<file path="src/rtl/aer_tx_bridge.sv">
// AER output bridge: 4-phase REQ/ACK capture into a timestamped event FIFO, then
// serialisation of each event as a 1- or 3-byte frame on an AXI-Stream byte master.
module aer_tx_bridge #(
    parameter int unsigned ADDR_W      = 8,
    parameter int unsigned FIFO_DEPTH  = 16,
    parameter int unsigned TS_W        = 16,
    parameter int unsigned TS_PRESCALE = 100
) (
    input  logic                          clk,
    input  logic                          rst_n,
    input  logic [ADDR_W-1:0]             AEROUT_ADDR,
    input  logic                          AEROUT_REQ,
    output logic                          AEROUT_ACK,
    input  logic                          cfg_ts_en,
    input  logic                          ts_clear,
    output logic [ADDR_W-1:0]             m_axis_tdata,
    output logic                          m_axis_tvalid,
    input  logic                          m_axis_tready,
    output logic                          m_axis_tlast,
    output logic [$clog2(FIFO_DEPTH):0]   fifo_level
);

    localparam int unsigned PTR_W = $clog2(FIFO_DEPTH);
    localparam int unsigned LVL_W = PTR_W + 1;
    localparam int unsigned PS_W  = (TS_PRESCALE > 1) ? $clog2(TS_PRESCALE) : 1;
    localparam int unsigned ENT_W = ADDR_W + TS_W;

    localparam logic [PS_W-1:0]  PS_LAST  = PS_W'(TS_PRESCALE - 1);
    localparam logic [LVL_W-1:0] LVL_FULL = LVL_W'(FIFO_DEPTH);

    typedef enum logic {
        AER_IDLE,
        AER_ACKH
    } aer_state_e;

    typedef enum logic [1:0] {
        TX_IDLE,
        TX_ADDR,
        TX_TSH,
        TX_TSL
    } tx_state_e;

    logic [PS_W-1:0]   presc_q, presc_d;
    logic [TS_W-1:0]   ts_q, ts_d;

    logic [ENT_W-1:0]  mem_q [FIFO_DEPTH];
    logic [PTR_W-1:0]  wr_ptr_q, wr_ptr_d;
    logic [PTR_W-1:0]  rd_ptr_q, rd_ptr_d;
    logic [LVL_W-1:0]  level_q, level_d;
    logic              full, empty;
    logic              push, pop;
    logic [ENT_W-1:0]  head;

    aer_state_e        aer_state_q, aer_state_d;
    logic              ack_q, ack_d;

    tx_state_e         tx_state_q, tx_state_d;
    logic              tvalid_q, tvalid_d;
    logic              tlast_q, tlast_d;
    logic [ADDR_W-1:0] tdata_q, tdata_d;
    logic [TS_W-1:0]   frame_ts_q, frame_ts_d;
    logic              ts_en_q, ts_en_d;
    logic              load;
    logic              beat_done;

    // Timestamp: prescaler wraps every TS_PRESCALE cycles and bumps ts; clear wins.
    always_comb begin
        presc_d = presc_q;
        ts_d    = ts_q;
        if (ts_clear) begin
            presc_d = '0;
            ts_d    = '0;
        end else if (presc_q == PS_LAST) begin
            presc_d = '0;
            ts_d    = ts_q + TS_W'(1);
        end else begin
            presc_d = presc_q + PS_W'(1);
        end
    end

    assign full  = (level_q == LVL_FULL);
    assign empty = (level_q == '0);
    assign head  = mem_q[rd_ptr_q];

    // AER handshake: push at most once per REQ, ACK registered one cycle after the push.
    always_comb begin
        aer_state_d = aer_state_q;
        ack_d       = ack_q;
        push        = 1'b0;
        case (aer_state_q)
            AER_IDLE: begin
                if (AEROUT_REQ && !full) begin
                    push        = 1'b1;
                    ack_d       = 1'b1;
                    aer_state_d = AER_ACKH;
                end
            end
            AER_ACKH: begin
                if (!AEROUT_REQ) begin
                    ack_d       = 1'b0;
                    aer_state_d = AER_IDLE;
                end
            end
            default: begin
                ack_d       = 1'b0;
                aer_state_d = AER_IDLE;
            end
        endcase
    end

    assign beat_done = tvalid_q && m_axis_tready;

    // TX framer: load pulls the next event straight into the output register (no bubble).
    always_comb begin
        tx_state_d = tx_state_q;
        tvalid_d   = tvalid_q;
        tlast_d    = tlast_q;
        tdata_d    = tdata_q;
        frame_ts_d = frame_ts_q;
        ts_en_d    = ts_en_q;
        pop        = 1'b0;
        load       = 1'b0;
        case (tx_state_q)
            TX_IDLE: load = 1'b1;
            TX_ADDR: begin
                if (beat_done) begin
                    if (ts_en_q) begin
                        tdata_d    = frame_ts_q[TS_W-1 -: ADDR_W];
                        tlast_d    = 1'b0;
                        tx_state_d = TX_TSH;
                    end else begin
                        load = 1'b1;
                    end
                end
            end
            TX_TSH: begin
                if (beat_done) begin
                    tdata_d    = frame_ts_q[ADDR_W-1:0];
                    tlast_d    = 1'b1;
                    tx_state_d = TX_TSL;
                end
            end
            TX_TSL: begin
                if (beat_done) begin
                    load = 1'b1;
                end
            end
            default: load = 1'b1;
        endcase
        if (load) begin
            if (!empty) begin
                pop        = 1'b1;
                frame_ts_d = head[TS_W-1:0];
                ts_en_d    = cfg_ts_en;
                tvalid_d   = 1'b1;
                tdata_d    = head[ENT_W-1 -: ADDR_W];
                tlast_d    = ~cfg_ts_en;
                tx_state_d = TX_ADDR;
            end else begin
                tvalid_d   = 1'b0;
                tlast_d    = 1'b0;
                tdata_d    = '0;
                tx_state_d = TX_IDLE;
            end
        end
    end

    // FIFO pointers and occupancy; simultaneous push/pop leaves the level unchanged.
    always_comb begin
        wr_ptr_d = push ? wr_ptr_q + PTR_W'(1) : wr_ptr_q;
        rd_ptr_d = pop  ? rd_ptr_q + PTR_W'(1) : rd_ptr_q;
        level_d  = level_q;
        if (push && !pop) begin
            level_d = level_q + LVL_W'(1);
        end else if (pop && !push) begin
            level_d = level_q - LVL_W'(1);
        end
    end

    always_ff @(posedge clk) begin
        if (push) begin
            mem_q[wr_ptr_q] <= {AEROUT_ADDR, ts_q};
        end
    end

    always_ff @(posedge clk or negedge rst_n) begin
        if (!rst_n) begin
            presc_q     <= '0;
            ts_q        <= '0;
            wr_ptr_q    <= '0;
            rd_ptr_q    <= '0;
            level_q     <= '0;
            aer_state_q <= AER_IDLE;
            ack_q       <= 1'b0;
            tx_state_q  <= TX_IDLE;
            tvalid_q    <= 1'b0;
            tlast_q     <= 1'b0;
            tdata_q     <= '0;
            frame_ts_q  <= '0;
            ts_en_q     <= 1'b0;
        end else begin
            presc_q     <= presc_d;
            ts_q        <= ts_d;
            wr_ptr_q    <= wr_ptr_d;
            rd_ptr_q    <= rd_ptr_d;
            level_q     <= level_d;
            aer_state_q <= aer_state_d;
            ack_q       <= ack_d;
            tx_state_q  <= tx_state_d;
            tvalid_q    <= tvalid_d;
            tlast_q     <= tlast_d;
            tdata_q     <= tdata_d;
            frame_ts_q  <= frame_ts_d;
            ts_en_q     <= ts_en_d;
        end
    end

    assign AEROUT_ACK    = ack_q;
    assign m_axis_tvalid = tvalid_q;
    assign m_axis_tlast  = tlast_q;
    assign m_axis_tdata  = tdata_q;
    assign fifo_level    = level_q;

endmodule
</file>
<file path="config.mk">
export PLATFORM = sky130hd
export DESIGN_NAME = aer_tx_bridge
export DESIGN_NICKNAME = d
export VERILOG_FILES = /design/src/rtl/aer_tx_bridge.sv
export SDC_FILE = /design/constraint.sdc
export NUM_CORES = 1
export LEC_CHECK = 0
export ABC_AREA = 0
export CAP_MARGIN = 25
export CORE_MARGIN = 2
export CORE_UTILIZATION = 50
export DETAILED_ROUTE_END_ITERATION = 8
export GPL_ROUTABILITY_DRIVEN = 0
export PLACE_DENSITY = 0.66
export REMOVE_ABC_BUFFERS = 1
export SKIP_LAST_GASP = 1
export SYNTH_ARGS = -nofsm -noshare
export SYNTH_HDL_FRONTEND = slang
export SYNTH_SLANG_ARGS = --single-unit
</file>
<file path="constraint.sdc">
create_clock -name clk -period 5 [get_ports clk]
set_clock_uncertainty 0.05 [all_clocks]
set_input_delay 0.75 -clock clk [delete_from_list [all_inputs] [get_ports clk]]
set_output_delay 0.75 -clock clk [all_outputs]
set_load 0.05 [all_outputs]
</file>
==> flow_summary.json, run 1 <==
{
  "status": "completed",
  "crit_path_end_kind": "register",
  "grt-ovfl-total": 0,
  "drt_iter0_drc": 747,
  "fin_nets": 966,
  "n_fill_cell": 2515,
  "hold_class": "input port to async pin",
  "yosysTopAreaCellShare": 0.6527,
  "route.detailed.drc": 0,
  "wl_per_cell_microns": 24.40,
  "cp_slowest_cell": "inv_1",
  "r2r_cells": 12,
  "fin_crit_ns": 3.469,
  "synth_area_sq_mm": 0.01767,
  "timing.rr.end": "fifo_level[4]",
  "post-cts-setup-buffer-count": 0,
  "r2r_start": "fifo_level[0]",
  "clock_sinks": 451,
  "clock.fmax_mhz": 288.2,
  "critPathMaxStageDelay_ns": 0.47,
  "leakagePower_nw": 6.678,
  "crit_chain": "nor4_1 > nand2b_1 > and3_1 > inv_1 > ha_1 > inv_1 > fa_1 > a21o_1 > a21oi_1 > xnor2_1 > nor2_1 > xor2_1",
  "synth-main-ff-cell": "edfxtp_1",
  "synth_area_leaders": "edfxtp_1, mux4_2, dfrtp_1",
  "area_delta_synth_final_pct": 12.66,
  "multi_input_area_sq_mm": 0.004249,
  "timing.critical_path.mode_cell": "inv_1",
  "tritoncts": "built",
  "crit_path_start": "fifo_level[0]",
  "layout_commonest_cell": "edfxtp_1",
  "layout_common_cells": "edfxtp_1, mux4_2, nand2_1",
  "rrSetupSlack_ns": 1.53,
  "antenna_found_initial": 2,
  "worst_ep_required_time_ns": 5.38,
  "rows": 68,
  "viasPerCell": 5.808,
  "ys_types": 45,
  "synth_top_cell_by_area": "edfxtp_1",
  "seq_area_sq_mm": 0.01322,
  "synthCells": 883,
  "io_pins": 30,
  "clock_latency_ns": 0.55,
  "holdBufCountCts": 0,
  "die_w_microns": 192.0,
  "port_buffers": 29,
  "synthArstFlopShare": 0.1486,
  "startpoint_type": "register",
  "worstSetupPathType": "register to register",
  "ys_seq_elements": 451,
  "ys.warnings.count": 0,
  "grt_use_total": 0.2005,
  "synth_edf_count": 384,
  "initial_core_util": 0.5102,
  "avgSynthCellArea_sq_um": 20.01,
  "worst_pin_slew_ns": 0.9123,
  "power.density_mw_per_mm2": 548.5,
  "drv_cap": 0,
  "rsz0062_at_grt": "false",
  "ys_seq_area_frac": 0.7476,
  "place_hpwl_microns": 21430,
  "clockBufferDepth": 3,
  "crit_fanout": 21,
  "first_pass_iters": 4,
  "drt-total-wl_microns": 34870,
  "tns_ns": 0,
  "htreeDepth": 2,
  "drive_gt1_frac": 0.2177,
  "core_area_sq_mm": 0.03463,
  "grt_pass1_vias": 8536,
  "fin_util": 0.5748,
  "ctsResizeCount": 0,
  "die-area_sq_mm": 0.03685,
  "drtAntennaViolNets": 0,
  "irDropWorstVdd_v": 0.0005138,
  "critPathArrivalTime_ns": 3.85,
  "antenna_cells": 0,
  "grt_max_degree": 68,
  "die_h_microns": 192.0,
  "grt_pass1_wl_microns": 53610,
  "finalSetupViolCount": 0,
  "crit_end": "fifo_level[4]",
  "num_vias": 8299,
  "root_buffer": "clkbuf_16",
  "drv_slew": 0,
  "period_share": 0.6939,
  "cts_buffers": 45,
  "hold_viol": 0,
  "slew-limit-headroom": 0.3903,
  "clk_pin_slew_ns": 0.06
}
-- critical path: cells and delay by family, from the launching register on --
family | cells | cell delay [ns]
buffers and inverters | 2 | 0.59
adders and majority gates | 2 | 0.74
and+or+nand+nor | 4 | 0.81
AOI/OAI and AO/OA | 2 | 0.39
DFF | 1 | 0.44
xor gates and xnor gates | 2 | 0.30
-- state kept, by name, summed over array words and instances (netlist names) --
| name | count |
|---|---|
| ts_q | 16 |
| aer_state_q | 1 |
| rd_ptr_q | 4 |
| m_axis_tlast | 1 |
| fifo_level | 5 |
| tx_state_q | 2 |
| m_axis_tdata | 8 |
| AEROUT_ACK | 1 |
| mem_q | 384 |
| wr_ptr_q | 4 |
| presc_q | 7 |
| frame_ts_q | 16 |
| m_axis_tvalid | 1 |
| ts_en_q | 1 |
-- cell type report --
| type | instances | share of cell area |
|---|---|---|
| Sequential cell | 451 | 0.6641 |
| Multi-Input combinational cell | 380 | 0.2135 |
| Clock buffer | 54 | 0.06041 |
| Tap cell | 455 | 0.02860 |
| Timing Repair Buffer | 49 | 0.02326 |
| Clock inverter | 27 | 0.007732 |
| Inverter | 13 | 0.002452 |
-- cells in the mapped netlist, drive strengths merged, types with 3 or more instances --
cell type and count:
nor2b 6, and3 3, ha 11, clkbuf 16, edfxtp 384, xnor2 16, mux4 119, o21ai 22
or3 6, a221oi 8, inv 13, buf 23, nand3 7, a21oi 13, mux2 3, nand4 7
nand2 71, nor3 4, and2 19, dfrtp 67, xor2 9, nor2 35
-- how the worst min path moves through the flow --
stage                startpoint              end  slack (ns)  depth (start not counted)
global placement        ts_en_q          ts_en_q        0.41                          2
floorplan           aer_state_q       AEROUT_ACK        0.38                          1
detailed placement      ts_en_q          ts_en_q        0.41                          2
global route              rst_n  m_axis_tdata[2]        0.35                          1
CTS                       rst_n  m_axis_tdata[2]        0.29                          1
finish                    rst_n  m_axis_tdata[2]        0.28                          1
-- through the flow --
step	total power, mW	cells	cell area (sq um)	hold WS [ns]	worst slack (ns)
after floorplan	7.036	844	17480	0.3832	0.008102
after global placement	7.911	1348	18550	0.4083	1.212
after detailed placement	7.935	1348	18550	0.4097	1.154
after CTS	11.04	1429	19900	0.2946	1.472
after global routing	11.43	1429	19900	0.3487	1.274
final	10.92	1429	19900	0.2811	1.531
-- cells by family after synthesis --
logic type / count (synthesis) / synth area share
flops: 451 / 0.7476
simple gates: 169 / 0.04519
mux: 124 / 0.1552
buf+inv: 52 / 0.01360
compound gates: 50 / 0.01714
xor+xnor: 25 / 0.01239
fa+ha+maj: 12 / 0.008923
-- per-layer routing --
metal | track usage | wire [microns] | vias up
met2 | 0.3126 | 16330 | 234
met1 | 0.2988 | 15880 | 4368
met5 | 0 | 0 | -
li1 | - | - | 3647
met4 | 0.04991 | 594 | 0
met3 | 0.03453 | 2063 | 50
-- report_power, final --
| part | internal, mW | switching [mW] | leakage [nW] |
|---|---|---|---|
| logic | 1.46 | 1.52 | 1.64 |
| clock network | 1.76 | 1.34 | 0.668 |
| registers | 4.41 | 0.426 | 4.37 |
| total | 7.63 | 3.29 | 6.68 |
(Power assumes the default switching activity.)
==> run 2: changes to the inputs <==
--- a/config.mk
+++ b/config.mk
@@ -11,7 +11,7 @@
 export CORE_UTILIZATION = 50
 export DETAILED_ROUTE_END_ITERATION = 8
 export GPL_ROUTABILITY_DRIVEN = 0
-export PLACE_DENSITY = 0.66
+export PLACE_DENSITY = 0.69
 export REMOVE_ABC_BUFFERS = 1
 export SKIP_LAST_GASP = 1
 export SYNTH_ARGS = -nofsm -noshare
==> constraint.sdc (replaced) <==
create_clock -name clk -period 3.05 [get_ports clk]
set_clock_uncertainty 0.05 [all_clocks]
set_input_delay 0.4575 -clock clk [delete_from_list [all_inputs] [get_ports clk]]
set_output_delay 0.4575 -clock clk [all_outputs]
set_load 0.05 [all_outputs]
==> flow_summary.json, run 2 (synthesis results as in run 1) <==
{
  "status": "finished with violations",
  "violations": "hold timing",
  "rrSetupSlack_ns": 0.30,
  "worst_pin_slew_ns": 0.9111,
  "crit_fanout": 6,
  "regMostFlops": "mem_q",
  "cp_slowest_cell": "fa_1",
  "num_vias": 8623,
  "tritoncts": "built",
  "drive_gt1_frac": 0.2411,
  "r2r_start": "tx_state_q[1]",
  "root_buffer": "clkbuf_16",
  "clock_latency_ns": 0.54,
  "antenna_cells": 0,
  "rows": 68,
  "slew-limit-headroom": 0.3926,
  "cts_buffers": 45,
  "r2r_cells": 12,
  "port_buffers": 29,
  "crit_buf_inv": 2,
  "initial_core_util": 0.5102,
  "htreeDepth": 2,
  "startpoint_type": "register",
  "largestRegisters": "mem_q x384, frame_ts_q x16, ts_q x16",
  "rsz0062_at_grt": "false",
  "die_h_microns": 192.0,
  "worstSetupPathType": "register to register",
  "largest_reg_flops": 384,
  "die_w_microns": 192.0,
  "wl_per_cell_microns": 25.01,
  "clock.fmax_mhz": 363.6,
  "layout_commonest_cell": "edfxtp_1",
  "grt_use_total": 0.2071,
  "route.detailed.drc": 0,
  "hold_class": "input port to async pin",
  "drv_slew": 0,
  "drt-total-wl_microns": 36590,
  "worst_ep_required_time_ns": 3.42,
  "critPathMaxStageDelay_ns": 0.41,
  "place_hpwl_microns": 21300,
  "drv_cap": 0,
  "area_delta_synth_final_pct": 15.26,
  "die-area_sq_mm": 0.03685,
  "fin_nets": 997,
  "layout_common_cells": "edfxtp_1, mux4_2, nand2_1",
  "finalSetupViolCount": 0,
  "drtAntennaViolNets": 0,
  "hold_viol": 10,
  "period_share": 0.9016,
  "crit_path_end_kind": "register",
  "power.density_mw_per_mm2": 906.8,
  "timing.rr.end": "fifo_level[4]",
  "clockBufferDepth": 3,
  "drt_iter0_drc": 763,
  "cp_top_family": "simple AND/OR/NAND/NOR gates",
  "antenna_found_initial": 0,
  "first_pass_iters": 5,
  "grt_pass1_wl_microns": 55330,
  "critPathArrivalTime_ns": 3.12,
  "leakagePower_nw": 6.915,
  "grt_max_degree": 68,
  "core_area_sq_mm": 0.03463,
  "fin_hold_ws_ns": -0.02110,
  "irDropWorstVdd_v": 0.0009653,
  "grt_pass1_vias": 8906,
  "clk_pin_slew_ns": 0.06,
  "grt-ovfl-total": 0,
  "clock_sinks": 451,
  "fin_crit_ns": 2.750,
  "viasPerCell": 5.894,
  "io_pins": 30,
  "tns_ns": 0,
  "crit_chain": "nor2b_1 > o21ai_1 > and3_1 > inv_1 > ha_1 > inv_1 > fa_1 > a21o_1 > a21oi_1 > xnor2_1 > nor2_1 > xor2_1",
  "timing.critical_path.mode_cell": "inv_1"
}
==> run 2: what timing repair did <==
item / in CTS / in global routing
gates resized for setup: 0 / 1
hold buffers: 0 / 0
setup buffers: 0 / 0
setup endpoints to repair: 0 / 1
hold endpoints to repair: 0 / 0
==> run 2: per-layer routing <==
layer  global-route usage  part of all wire  vias to the layer above
li1                     -                 -                     3732
met5                    0                 0                        -
met2               0.3398              0.49                      285
met3              0.03051             0.061                       59
met1               0.2971              0.43                     4547
met4              0.05079             0.020                        0
==> run 2: per-stage QoR <==
| stage | power [mW] | std cells | setup slack, ns | cell area (sq um) | util |
|---|---|---|---|---|---|
| floorplan | 11.44 | 844 | -1.942 | 17480 | - |
| global placement | 13.06 | 1379 | 0.1270 | 18880 | 0.5452 |
| detailed placement | 13.12 | 1379 | 0.1011 | 18880 | 0.5452 |
| CTS | 18.63 | 1463 | 0.2091 | 20360 | 0.5879 |
| global route | 19.25 | 1463 | 0.09199 | 20360 | 0.5881 |
| finish | 18.46 | 1463 | 0.3000 | 20360 | 0.5881 |
==> run 2: worst max path at each step <==
stage / start / end / slack (ns) / cells past startpoint
6_report: tx_state_q[1] / fifo_level[4] / 0.30 / 12
5_1_grt: fifo_level[1] / fifo_level[4] / 0.09 / 12
4_1_cts: fifo_level[3] / fifo_level[4] / 0.21 / 12
3_5_place_dp: m_axis_tready / fifo_level[4] / 0.10 / 13
3_3_place_gp: m_axis_tready / fifo_level[4] / 0.13 / 13
2_1_floorplan: rd_ptr_q[0] / frame_ts_q[4] / -1.94 / 4
==> run 2: layout make-up <==
cell class,instances,area (sq um)
clock buffers,62,1242
clock inverters,22,234.0
fillers,2474,14260
inverters,13,48.80
multi-input cells,380,4255
flip-flops and latches,451,13220
well taps,455,569.3
repair buffers,80,795.8
==> run 2: report_power, final <==
group	internal, mW	total (mW)	switching, mW
sequential	7.23	7.79	0.559
combinational	2.56	5.16	2.61
clock	3.28	5.51	2.23
==> run 2: worst register-to-register path, stage by stage, from the launching register on <==
cell	delay, ns
dfrtp_1	0.39
nor2b_1	0.36
o21ai_1	0.12
and3_1	0.21
inv_1	0.07
ha_1	0.19
inv_1	0.11
fa_1	0.41
a21o_1	0.20
a21oi_1	0.17
xnor2_1	0.14
nor2_1	0.07
xor2_1	0.14
